$ cat src/rtl/rom_sequencer.sv
// Microcode sequencer: fetches 20-bit words from a 1-cycle-latency ROM, executes them, and emits 12-bit payloads.
// Optional ROM_SEQ_WATCHDOG_EN macro adds an EXEC step limit of MAX_STEPS per run.
module rom_sequencer #(
  parameter int ADDR_W    = 6,
  parameter int DATA_W    = 20,
  parameter int MAX_STEPS = 1024
) (
  input  logic              clk,
  input  logic              rst,
  input  logic              start,
  output logic              rom_en,
  output logic [ADDR_W-1:0] rom_addr,
  input  logic [DATA_W-1:0] rom_data,
  output logic [11:0]       out_data,
  output logic              out_valid,
  input  logic              out_ready,
  output logic              busy,
  output logic              done,
  output logic              err
);

  typedef enum logic [2:0] {
    S_IDLE  = 3'd0,
    S_FETCH = 3'd1,
    S_EXEC  = 3'd2,
    S_WAIT  = 3'd3,
    S_EMIT  = 3'd4,
    S_HALT  = 3'd5
  } state_t;

  localparam logic [3:0] OP_EMIT = 4'h0;
  localparam logic [3:0] OP_JMP  = 4'h2;
  localparam logic [3:0] OP_WAIT = 4'h4;
  localparam logic [3:0] OP_LDC  = 4'h8;
  localparam logic [3:0] OP_HALT = 4'hF;

  state_t            state_q, state_d;
  logic [ADDR_W-1:0] pc_q, pc_d;
  logic [7:0]        loop_cnt_q, loop_cnt_d;
  logic [7:0]        wait_cnt_q, wait_cnt_d;
  logic [11:0]       out_data_q, out_data_d;
  logic              err_q, err_d;
  logic              wd_trip;

  logic [3:0]        rsvd, op, sub;
  logic [7:0]        imm;
  logic [ADDR_W-1:0] target, pc_inc;
  logic [7:0]        loop_dec;

  assign rsvd     = rom_data[19:16];
  assign op       = rom_data[15:12];
  assign sub      = rom_data[11:8];
  assign imm      = rom_data[7:0];
  assign target   = rom_data[ADDR_W-1:0];
  assign pc_inc   = pc_q + 1'b1;
  assign loop_dec = loop_cnt_q - 8'd1;

  function automatic logic word_legal(input logic [3:0] r, input logic [3:0] o, input logic [3:0] s);
    logic ok;
    ok = 1'b0;
    if (r == 4'h0) begin
      case (o)
        OP_EMIT, OP_WAIT, OP_LDC, OP_HALT: ok = 1'b1;
        OP_JMP:                            ok = (s == 4'h0) || (s == 4'h1);
        default:                           ok = 1'b0;
      endcase
    end
    return ok;
  endfunction

`ifdef ROM_SEQ_WATCHDOG_EN
  localparam int STEP_W = $clog2(MAX_STEPS + 1);
  logic [STEP_W-1:0] step_q, step_d;

  assign wd_trip = (state_q == S_EXEC) && (step_q == STEP_W'(MAX_STEPS));

  always_comb begin
    step_d = step_q;
    if (state_q == S_IDLE && start)
      step_d = '0;
    else if (state_q == S_EXEC && !wd_trip)
      step_d = step_q + 1'b1;
  end

  always_ff @(posedge clk) begin
    if (rst) step_q <= '0;
    else     step_q <= step_d;
  end
`else
  assign wd_trip = 1'b0;
`endif

  always_comb begin
    state_d    = state_q;
    pc_d       = pc_q;
    loop_cnt_d = loop_cnt_q;
    wait_cnt_d = wait_cnt_q;
    out_data_d = out_data_q;
    err_d      = err_q;
    case (state_q)
      S_IDLE: begin
        if (start) begin
          pc_d    = '0;
          err_d   = 1'b0;
          state_d = S_FETCH;
        end
      end
      S_FETCH: state_d = S_EXEC;
      S_EXEC: begin
        if (wd_trip || !word_legal(rsvd, op, sub)) begin
          err_d   = 1'b1;
          state_d = S_HALT;
        end else begin
          case (op)
            OP_EMIT: begin
              out_data_d = rom_data[11:0];
              state_d    = S_EMIT;
            end
            OP_JMP: begin
              state_d = S_FETCH;
              if (sub == 4'h0) begin
                pc_d = target;
              end else begin
                // DJNZ: decrement wraps 0 -> 255, which still branches
                loop_cnt_d = loop_dec;
                pc_d       = (loop_dec != 8'd0) ? target : pc_inc;
              end
            end
            OP_WAIT: begin
              if (imm == 8'd0) begin
                pc_d    = pc_inc;
                state_d = S_FETCH;
              end else begin
                wait_cnt_d = imm - 8'd1;
                state_d    = S_WAIT;
              end
            end
            OP_LDC: begin
              loop_cnt_d = imm;
              pc_d       = pc_inc;
              state_d    = S_FETCH;
            end
            default: state_d = S_HALT;
          endcase
        end
      end
      S_WAIT: begin
        if (wait_cnt_q == 8'd0) begin
          pc_d    = pc_inc;
          state_d = S_FETCH;
        end else begin
          wait_cnt_d = wait_cnt_q - 8'd1;
        end
      end
      S_EMIT: begin
        if (out_ready) begin
          pc_d    = pc_inc;
          state_d = S_FETCH;
        end
      end
      S_HALT:  state_d = S_IDLE;
      default: state_d = S_IDLE;
    endcase
  end

  always_ff @(posedge clk) begin
    if (rst) begin
      state_q    <= S_IDLE;
      pc_q       <= '0;
      loop_cnt_q <= '0;
      wait_cnt_q <= '0;
      out_data_q <= '0;
      err_q      <= 1'b0;
    end else begin
      state_q    <= state_d;
      pc_q       <= pc_d;
      loop_cnt_q <= loop_cnt_d;
      wait_cnt_q <= wait_cnt_d;
      out_data_q <= out_data_d;
      err_q      <= err_d;
    end
  end

  assign rom_en    = (state_q == S_FETCH);
  assign rom_addr  = pc_q;
  assign out_data  = out_data_q;
  assign out_valid = (state_q == S_EMIT);
  assign busy      = (state_q == S_FETCH) || (state_q == S_EXEC) ||
                     (state_q == S_WAIT)  || (state_q == S_EMIT);
  assign done      = (state_q == S_HALT);
  assign err       = err_q;

endmodule

$ cat config.mk
export PLATFORM = sky130hd
export DESIGN_NAME = rom_sequencer
export DESIGN_NICKNAME = d
export VERILOG_FILES = /design/src/rtl/rom_sequencer.sv
export SDC_FILE = /design/constraint.sdc
export NUM_CORES = 1
export LEC_CHECK = 0
export CORE_MARGIN = 4
export CORE_UTILIZATION = 48
export DETAILED_ROUTE_END_ITERATION = 8
export GPL_TIMING_DRIVEN = 0
export PLACE_DENSITY = 0.75
export SLEW_MARGIN = 10
export SYNTH_ARGS = -nofsm -noshare
export SYNTH_HDL_FRONTEND = slang
export SYNTH_SLANG_ARGS = --single-unit
export TNS_END_PERCENT = 30
$ cat constraint.sdc
create_clock -name clk -period 3.6 [get_ports clk]
set_clock_uncertainty 0.15 [all_clocks]
set_input_delay 0.9 -clock clk [delete_from_list [all_inputs] [get_ports clk]]
set_output_delay 0.9 -clock clk [all_outputs]
set_load 0.02 [all_outputs]
# [Word level (Yosys, flattened, before mapping)]
# Cells that the tools add are included.
[op_classes] addsub=4 eq_ne=21 mux=29 n_reduce_logical=23
[ops] op="6-bit 2-to-1 mux" n=7
[ops] op="8-bit 2-to-1 mux" n=5
[ops] op="8-bit case mux with 2 select lines" n=2
[ops] op="6-bit case mux with 4 select lines" n=1
[ops] op="8-bit by 1-bit subtractor with 8-bit output (second input constant)" n=3
[ops] op="6-bit case mux with 3 select lines" n=1
[ops] op="8-bit logical NOT" n=2
[ops] op="3-bit case mux with 5 select lines" n=1
[ops] op="4-bit logical NOT" n=3
[ops] op="3-bit 2-to-1 mux" n=4
[ops] op="2-bit inequality test (second input constant)" n=6
[ops] op="3-bit case mux with 3 select lines" n=1
[ops] op="3-bit AND reduction" n=3
[ops] op="4-bit == test (second input constant)" n=2
[ops] op="8-bit nonzero test" n=1
[ops] op="7-bit AND reduction" n=1
[ops] op="6-bit by 1-bit adder with 6-bit output (second input constant)" n=1
[ops] op="3-bit by 2-bit == test with 1-bit output (second input constant)" n=2
[ops] op="3-bit == test (second input constant)" n=2
[ops] op="2-bit by 1-bit inequality test with 1-bit output (second input constant)" n=3
[ops] op="2-bit nonzero test" n=3
[ops] op="5-bit AND reduction" n=1
[ops] op="4-bit by 1-bit == test with 1-bit output (second input constant)" n=1
[ops] op="4-bit by 2-bit == test with 1-bit output (second input constant)" n=1
[ops] op="13 further kinds" n=20
[totals] reg_bits=38

# [Logic depth before layout (Yosys ltp)]
# Gate-level depths: netlist of run 1.
[depth] depth_word=7 mapped_depth=10 mapped_depth_nobuf=9

# [Worst setup path before layout of run 1]
# OpenSTA, ideal clock, no wires.
[synth_timing] path_kind="in2reg" start="input port rom_data[2]" end="register pc_q[2], in the netlist rom_addr[2]" t_arrival_ns=2.683 path_slack_ns=0.635 cell_stages=8 n_path_buf=1 cell_sequence="buf_6 -> or3_4 -> o311a_4 -> or2_4 -> a211oi_4 -> nand2_2 -> a211oi_1 -> o32ai_1"
[synth_between] elab_chain_len=5 word_cells_on_any_way=8 classes_between="eq/ne (1); mux (5); reduce/logical (2)"
[synth_lines] item="start, declared" line="13" rtl="input logic [DATA_W-1:0] rom_data,"
[synth_lines] item="6-bit 2-to-1 mux" line="126" rtl="pc_d = (loop_dec != 8'd0) ? target : pc_inc;"
[synth_lines] item="6-bit 2-to-1 mux" line="121" rtl="if (sub == 4'h0) begin"
[synth_lines] item="6-bit case mux with 3 select lines" line="114" rtl="case (op)"
[synth_lines] item="6-bit 2-to-1 mux" line="110" rtl="if (wd_trip || !word_legal(rsvd, op, sub)) begin"
[synth_lines] item="6-bit case mux with 4 select lines" line="100" rtl="case (state_q)"
[synth_lines] item="end signal, assigned" line="176" rtl="pc_q <= pc_d;"
[synth_lines] item="end, declared" line="38" rtl="logic [ADDR_W-1:0] pc_q, pc_d;"
# Parallel ways exist; a longest one is shown, timed or not. The select of a mux whose other input is x is not followed.
# A chain may end at the register's enable or synchronous reset.

# [Worst setup path in the final report of run 1]
[layout_timing] start="input port rom_data[17]" end="register loop_cnt_q[6]"
[layout_between] elab_chain_len=4
[layout_lines] item="4-bit logical NOT" line="61" rtl="if (r == 4'h0) begin"
[layout_lines] item="1-bit 2-to-1 mux" line="61"
[layout_lines] item="1-bit 2-to-1 mux" line="100"
[layout_lines] item="4-bit AND reduction (no source line)"
[layout_lines] item="end signal, assigned" line="177" rtl="loop_cnt_q <= loop_cnt_d;"
[layout_lines] item="end, declared" line="39" rtl="logic [7:0] loop_cnt_q, loop_cnt_d;"
# Every way passes these cells. The select of a mux whose other input is x is not followed.

==> impl_metrics.json, run 1 <==
{
  "status": "complete, no violations",
  "avgSynthCellArea_sq_um": 7.92,
  "crit_path_max_fanout": 10,
  "worst_pin_slew_ps": 718,
  "grt_pass1_wl_mm": 11.5,
  "crit_buf_inv": 3,
  "yosysMostFrequentCell": "nor2_1",
  "io-pin-count": 47,
  "root_buffer": "clkbuf_8",
  "numPlacedInstances": 437,
  "cts_tree": "done",
  "fin_util_pct": 62.2,
  "path_cells": "clkdlybuf4s50_1, or4_1, a211oi_2, and4_1, clkbuf_1, buf_2, o21ai_0, a22oi_1, nor2_1",
  "port_buffers": 40,
  "hold_path_class": "flop to flop",
  "cts_made_buffers": 5,
  "synth_commonest_cells": "45 x nor2_1, 38 x dfxtp_1, 28 x nand2_1",
  "ys_seq_elements": 38,
  "ir_drop_v": 0.000210,
  "grt_pass1_vias": 2463,
  "slew_headroom_pct": 51.9,
  "min_period_ps": 3360,
  "synthTopCellsByArea": "dfxtp_1 29%, nor2_1 6.5%, mux2i_1 6.2%",
  "gp_congestion": 0.840,
  "hold_ws_ps": 325,
  "drv_cap": 0,
  "die_area_sq_um": 6630,
  "tns_ps": 0,
  "syn_area_sq_um": 2590,
  "critPathMaxStageDelay_ps": 560,
  "die_w_um": 81.5,
  "clk_path_buf_depth": 2,
  "start_kind": "input pin",
  "num_rows": 26,
  "synth_xor_area_share_pct": 2.03,
  "crit_arrival_ps": 3380,
  "synth-edff-count": 0,
  "seq_area_frac_synth_pct": 29.4,
  "area_growth_pct": 24.2,
  "async_flop_share_pct": 0,
  "fp.dieH_um": 81.5,
  "ant_nets": 0,
  "viasPerCell": 5.75,
  "synth_largest_area_cell": "dfxtp_1",
  "synth_fa_ha_area_share_pct": 1.93,
  "wirelength_mm": 6.85,
  "rsz0062_at_grt": "no",
  "place_area_sq_um": 3080,
  "nets": 402,
  "cts_hold_buf": 0,
  "vias": 2559,
  "slew_violations": 0,
  "crit_type": "input pin to flop",
  "syn_inst": 327,
  "syn-num-nets": 355,
  "yosysUniqueCellTypes": 67,
  "dr.pass1.iters": 4,
  "hold_viol": 0,
  "synth_mux_area_share_pct": 7.05,
  "finalNonFillerCells": 445,
  "finalSetupViolCount": 0,
  "yosys.area_share.simple_pct": 29.4,
  "power_leakage_nw": 1.22,
  "crit_family": "buffers and inverters",
  "synth_top_area_share_pct": 29.4,
  "htreeDepth": 2,
  "wl_per_cell_um": 15.4,
  "num-fill-cells": 469,
  "start_util_pct": 50.1,
  "ctsResizeCount": 0,
  "n_antenna_cell": 0,
  "clkTransAtPathRegs_ps": 80,
  "endpoint_kind": "flop",
  "drc": 0,
  "drt-initial-drc-count": 254,
  "p_per_area_nw_per_um2": 336,
  "synth_compound_area_share_pct": 24.8,
  "cts_sinks": 38,
  "grt_overflow": 0,
  "fin_crit_sh_pct": 93.5,
  "worstSkewPairLatency_ps": 300,
  "grt_antenna_before_repair": 0,
  "synth_top_family_by_area": "simple AND/OR/NAND/NOR gates",
  "yosys_warnings": 0,
  "crit_path_top_delay_cell": "or4_1",
  "drive_gt1_share_pct": 11.2,
  "grt_usage_pct": 22.0,
  "finalInstanceArea_sq_um": 3220,
  "max_freq_mhz": 297,
  "dp_hpwl_mm": 5.01,
  "post-cts-setup-buffers": 0,
  "dominantRegCellSynth": "dfxtp_1",
  "cp.required_ps": 3620,
  "grt_max_degree": 14,
  "core-area_sq_um": 5170
}
==> cell families (layout without fill, tap and decap cells) <==
group,count (synthesis),after routing
and+or+nand+nor,144,144
DFF,38,38
AOI/OAI and AO/OA,86,86
buffers and inverters,31,79
muxes,18,18
adders and majority gates,4,4
xor gates and xnor gates,6,6
==> report_power, final <==
part	total [mW]	switching, mW	internal [mW]
combinational	0.194	0.108	0.0858
clock	0.442	0.165	0.278
sequential	0.443	0.0123	0.431
==> metal layers <==
layer / up-vias / routed length (um) / track usage, %
li1: 1283 / - / -
met1: 1190 / 3100 / 28.5
met2: 74 / 3270 / 36.9
met3: 12 / 377 / 3.51
met4: 0 / 101 / 7.77
met5: - / 0 / 0
==> cell type report <==
class,instances,area (sq um),share of cell area [%]
buffer,22,105,3.27
clock buffer,5,68.8,2.14
clock inverter,3,68.8,2.14
inverter,9,33.8,1.05
multi-input combinational,258,1690,52.6
sequential,38,761,23.7
tap,70,87.6,2.72
timing repair buffer,40,400,12.5
==> placed cells by master, fill, tap and decap left out, drive strengths merged, types with 5 or more instances in the layout <==
cell | Yosys | layout
a22oi | 10 | 10
dfxtp | 38 | 38
or2 | 6 | 6
nor2 | 46 | 46
buf | 9 | 9
nand2 | 29 | 29
a21oi | 16 | 16
a221oi | 5 | 5
nand2b | 9 | 9
clkdlybuf4s50 | 0 | 40
inv | 9 | 9
mux2i | 16 | 16
a211oi | 7 | 7
clkbuf | 13 | 18
nor3 | 17 | 17
o21ai | 24 | 24
==> worst register-to-register path, delay by kind of cell, from the launching register on <==
| kind | cells | cell delay, ps |
|---|---|---|
| buffers and inverters | 1 | 100 |
| flip-flops | 1 | 360 |
| AND/OR/NAND/NOR | 4 | 960 |
| adder cells (fa/ha/maj) | 1 | 260 |
| multiplexers | 1 | 360 |
| AO/OA/AOI/OAI | 2 | 460 |
==> metrics by stage <==
step	worst slack [ps]	power [mW]
after global placement	-94.1	0.643
after detailed placement	-101	0.646
after CTS	211	1.08
after floorplan	635	0.572
final	236	1.08
after global routing	63.3	1.12
==> path summary, 6_finish.rpt <==
| path | from | end | slack [ps] | cells after the start |
|---|---|---|---|---|
| hold / removal | err$_SDFFE_PP0P_ | err$_SDFFE_PP0P_ | 320 | 2 |
| setup / recovery | rom_data[17] | loop_cnt_q[6]$_SDFFE_PP0P_ | 240 | 9 |
| hold reg to reg | err$_SDFFE_PP0P_ | err$_SDFFE_PP0P_ | 320 | 2 |
| setup reg to reg | loop_cnt_q[1]$_SDFFE_PP0P_ | rom_addr[3]$_SDFFE_PP0P_ | 810 | 9 |
==> flip-flops by register name (all words and copies together), names as in the netlist <==
signal,flops
state_q,3
err,1
out_data,12
loop_cnt_q,8
rom_addr,6
wait_cnt_q,8
Note: power is estimated with default switching activity, not from simulation.
==> inputs of run 2 (changes only) <==
Settings changed: DONT_BUFFER_PORTS set to 1, PLACE_DENSITY 0.75 to 0.64.
==> impl_metrics.json, run 2 (synthesis results as in run 1) <==
{
  "fin_crit_sh_pct": 83.4,
  "critPathMaxStageDelay_ps": 560,
  "io-pin-count": 47,
  "num-fill-cells": 504,
  "viasPerCell": 5.91,
  "start_kind": "input pin",
  "grt_usage_pct": 22.6,
  "drt-initial-drc-count": 189,
  "ctsResizeCount": 0,
  "crit_path_max_fanout": 10,
  "wirelength_mm": 7.00,
  "grt_max_degree": 14,
  "root_buffer": "clkbuf_8",
  "ant_nets": 0,
  "cts_made_buffers": 5,
  "worst_pin_slew_ps": 825,
  "dpl_worst_slack_ps": 298,
  "htreeDepth": 2,
  "setup_ws_ps": 599,
  "total_power_mw": 1.04,
  "die_w_um": 81.5,
  "power_leakage_nw": 1.07,
  "hold_viol": 0,
  "ff2ff_path_depth": 9,
  "place_area_sq_um": 2680,
  "slew_headroom_pct": 44.9,
  "crit_path_top_delay_cell": "or4_1",
  "r2r_start": "loop_cnt_q[1]$_SDFFE_PP0P_",
  "drv_cap": 0,
  "status": "complete, no violations",
  "dp_hpwl_mm": 5.15,
  "max_freq_mhz": 333,
  "crit_arrival_ps": 3030,
  "p_per_area_nw_per_um2": 369,
  "cts_hold_buf": 0,
  "dr.pass1.iters": 4,
  "tns_ps": 0,
  "layout_commonest_cell": "nor2_1",
  "crit_family": "simple AND/OR/NAND/NOR gates",
  "grt_overflow": 0,
  "cp.required_ps": 3630,
  "final_cell_mix": "45 x nor2_1, 38 x dfxtp_1, 28 x nand2_1, 22 x o21ai_0, 17 x nor3_1",
  "clkTransAtPathRegs_ps": 80,
  "post-cts-setup-buffers": 0,
  "fp.dieH_um": 81.5,
  "area_growth_pct": 8.70,
  "largest_reg_flops": 12,
  "nets": 362,
  "gp_congestion": 0.862,
  "die_area_sq_um": 6630,
  "worstHoldStart": "wait_cnt_q[7]$_SDFFE_PP0P_",
  "crit_cells": 8,
  "grt_antenna_before_repair": 0,
  "n_antenna_cell": 0,
  "min_period_ps": 3000,
  "start_util_pct": 50.1,
  "hold_path_class": "flop to flop",
  "endpoint_kind": "flop",
  "grt_pass1_vias": 2306,
  "crit_type": "input pin to flop",
  "rsz0062_at_grt": "no",
  "cts_tree": "done",
  "vias": 2393,
  "ir_drop_v": 0.000193,
  "path_cells": "or4_1, a211oi_2, and4_1, clkbuf_1, buf_2, o21ai_0, a22oi_1, nor2_1",
  "cts_sinks": 38,
  "wl_per_cell_um": 17.3,
  "drive_gt1_share_pct": 12.5,
  "crit_start": "rom_data[17]",
  "hold_depth": 2,
  "num_rows": 26,
  "finalInstanceArea_sq_um": 2820,
  "clk_path_buf_depth": 2,
  "slew_violations": 0,
  "worstSkewPairLatency_ps": 300,
  "crit_buf_inv": 2,
  "core-area_sq_um": 5170,
  "port_buffers": 0,
  "drc": 0,
  "finalSetupViolCount": 0,
  "grt_pass1_wl_mm": 11.5
}
[run 2: cell count changes in the layout (fill, tap and decap cells not counted), sizes merged]
cell / change
clkdlybuf4s50: -40
[run 2: final timing paths]
kind / endpoint / slack, ps
max: loop_cnt_q[6]$_SDFFE_PP0P_ / 600
min: wait_cnt_q[7]$_SDFFE_PP0P_ / 340
max reg2reg: rom_addr[3]$_SDFFE_PP0P_ / 720
min reg2reg: wait_cnt_q[7]$_SDFFE_PP0P_ / 340
[run 2: cell type report]
class	count	area, sq um	area share [%]
inverter	9	33.8	1.20
multi-input combinational	258	1690	60.0
tap	70	87.6	3.11
buffer	22	105	3.73
sequential	38	761	27.0
clock inverter	3	68.8	2.44
clock buffer	5	68.8	2.44
[run 2: through the flow]
step	util, %	hold WS, ps	instances
after global routing	54.4	372	405
after detailed placement	51.8	326	397
after floorplan	-	299	327
after global placement	51.8	328	397
final	54.4	342	405
after CTS	54.4	340	405
[run 2: routing by layer]
layer,track usage [%],vias up,routed length (um)
met5,0,-,0
li1,-,1208,-
met3,5.26,12,396
met2,38.8,66,3450
met4,6.59,0,126
met1,28.1,1107,3030
[run 2: worst min-delay path, delay by kind of cell (launching register included)]
family | cells | cell delay [ps]
compound gates | 2 | 130
flops | 1 | 320
[run 2: report_power, final]
part / internal [mW] / switching (mW)
Combinational: 0.0521 / 0.0860
Sequential: 0.431 / 0.0231
Clock: 0.278 / 0.170
Total: 0.760 / 0.279
==> inputs of run 3 (changes only) <==
Clock period 3.6 ns to 3 ns, I/O delays scaled along.
==> impl_metrics.json, run 3 (synthesis results as in run 1) <==
{
  "grt_max_degree": 14,
  "grt_pass1_vias": 2306,
  "status": "complete, no violations",
  "htreeDepth": 2,
  "drv_cap": 0,
  "start_util_pct": 50.1,
  "hold_ws_ps": 346,
  "die_area_sq_um": 6630,
  "nets": 362,
  "final_cell_mix": "45 x nor2_1, 38 x dfxtp_1, 28 x nand2_1, 22 x o21ai_0, 17 x nor3_1",
  "drt-initial-drc-count": 205,
  "grt_overflow": 0,
  "crit_path_max_fanout": 8,
  "clockPowerShare_pct": 43.1,
  "min_period_ps": 2830,
  "worstSkewPairLatency_ps": 300,
  "dp_hpwl_mm": 5.15,
  "drc": 0,
  "largest_reg_flops": 12,
  "endpoint_kind": "flop",
  "vias": 2394,
  "ant_nets": 0,
  "crit_family": "simple AND/OR/NAND/NOR gates",
  "setup_ws_ps": 166,
  "slew_headroom_pct": 45.3,
  "num_rows": 26,
  "clkTransAtPathRegs_ps": 80,
  "slew_violations": 0,
  "switchingPower_uw": 336,
  "max_freq_mhz": 353,
  "critPathMaxStageDelay_ps": 520,
  "wirelength_mm": 7.02,
  "layout_commonest_cell": "nor2_1",
  "n_antenna_cell": 0,
  "clk_path_buf_depth": 2,
  "cts_made_buffers": 5,
  "power_leakage_nw": 1.07,
  "area_growth_pct": 9.08,
  "io-pin-count": 47,
  "finalSetupViolCount": 0,
  "internal_power_uw": 913,
  "crit_buf_inv": 1,
  "port_buffers": 0,
  "p_per_area_nw_per_um2": 442,
  "rsz0062_at_grt": "no",
  "grt_antenna_before_repair": 0,
  "place_area_sq_um": 2680,
  "crit_type": "flop to flop",
  "cp.required_ps": 3030,
  "combPwrFrac_pct": 13.3,
  "hold_path_class": "flop to flop",
  "crit_path_top_delay_cell": "or4b_4",
  "start_kind": "flop",
  "cts_tree": "done",
  "fin_util_pct": 54.6,
  "wl_per_cell_um": 17.3,
  "dr.pass1.iters": 4,
  "hold_viol": 0,
  "switching_share_pct": 26.9,
  "fp.dieH_um": 81.5,
  "grt_pass1_wl_mm": 11.5,
  "gp_congestion": 0.862,
  "p_seq_share_pct": 43.6,
  "drive_gt1_share_pct": 12.8,
  "grt_usage_pct": 22.6,
  "dpl_worst_slack_ps": -152,
  "cts_sinks": 38,
  "path_cells": "inv_1, ha_2, or4b_4, nor4b_4, nor4_1, a21oi_2, mux2_1, a221oi_2, nor3_1",
  "cts_hold_buf": 0,
  "root_buffer": "clkbuf_8",
  "viasPerCell": 5.91,
  "core-area_sq_um": 5170,
  "num-fill-cells": 503,
  "crit_arrival_ps": 2860,
  "finalInstanceArea_sq_um": 2830,
  "die_w_um": 81.5,
  "fin_crit_sh_pct": 94.5,
  "ir_drop_v": 0.000231,
  "worst_pin_slew_ps": 819
}
[run 3: path summary, 6_finish.rpt]
kind                                            startpoint                         end  slack (ps)  cells past startpoint
worst min-delay path            wait_cnt_q[7]$_SDFFE_PP0P_  wait_cnt_q[7]$_SDFFE_PP0P_         350                      2
worst max register to register  loop_cnt_q[0]$_SDFFE_PP0P_    rom_addr[3]$_SDFFE_PP0P_         170                      9
worst min register to register  wait_cnt_q[7]$_SDFFE_PP0P_  wait_cnt_q[7]$_SDFFE_PP0P_         350                      2
worst max-delay path            loop_cnt_q[0]$_SDFFE_PP0P_    rom_addr[3]$_SDFFE_PP0P_         170                      9
[run 3: cell type report]
type	instances	area, sq um	area share (%)
clock buffer	5	68.8	2.44
sequential	38	761	26.9
multi-input combinational	258	1700	60.2
clock inverter	3	68.8	2.44
buffer	22	105	3.72
inverter	9	33.8	1.20
tap	70	87.6	3.10
[run 3: power groups by stage]
stage	Clock, mW	Sequential, mW	Combinational [mW]
finish	0.538	0.545	0.166
floorplan	0	0.552	0.134
detailed placement	0	0.557	0.165
global route	0.577	0.548	0.184
CTS	0.544	0.545	0.166
global placement	0	0.556	0.161
[run 3: layer usage]
layer,vias up,global-route usage (%),wire length [um]
met5,-,0,0
met3,13,5.26,399
met1,1115,28.1,3050
li1,1206,-,-
met4,0,6.59,130
met2,60,38.8,3440
[run 3: worst reg2reg max path: cells and delay by family (launching register included)]
family / cells / cell delay (ps)
and+or+nand+nor: 4 / 950
AOI/OAI and AO/OA: 2 / 530
DFF: 1 / 390
muxes: 1 / 380
adders and majority gates: 1 / 230
buffers and inverters: 1 / 90
[run 3: through the flow]
step	power [mW]	setup TNS, ps	instances
floorplan	0.686	0	327
global placement	0.717	-349	397
detailed placement	0.722	-492	397
CTS	1.25	0	405
global route	1.31	0	405
finish	1.25	0	405
[run 3: repair_timing]
| action | in CTS | in global routing |
|---|---|---|
| buffers inserted | 0 | 0 |
| endpoints found under the setup margin | 0 | 2 |
| gates resized for setup | 0 | 2 |
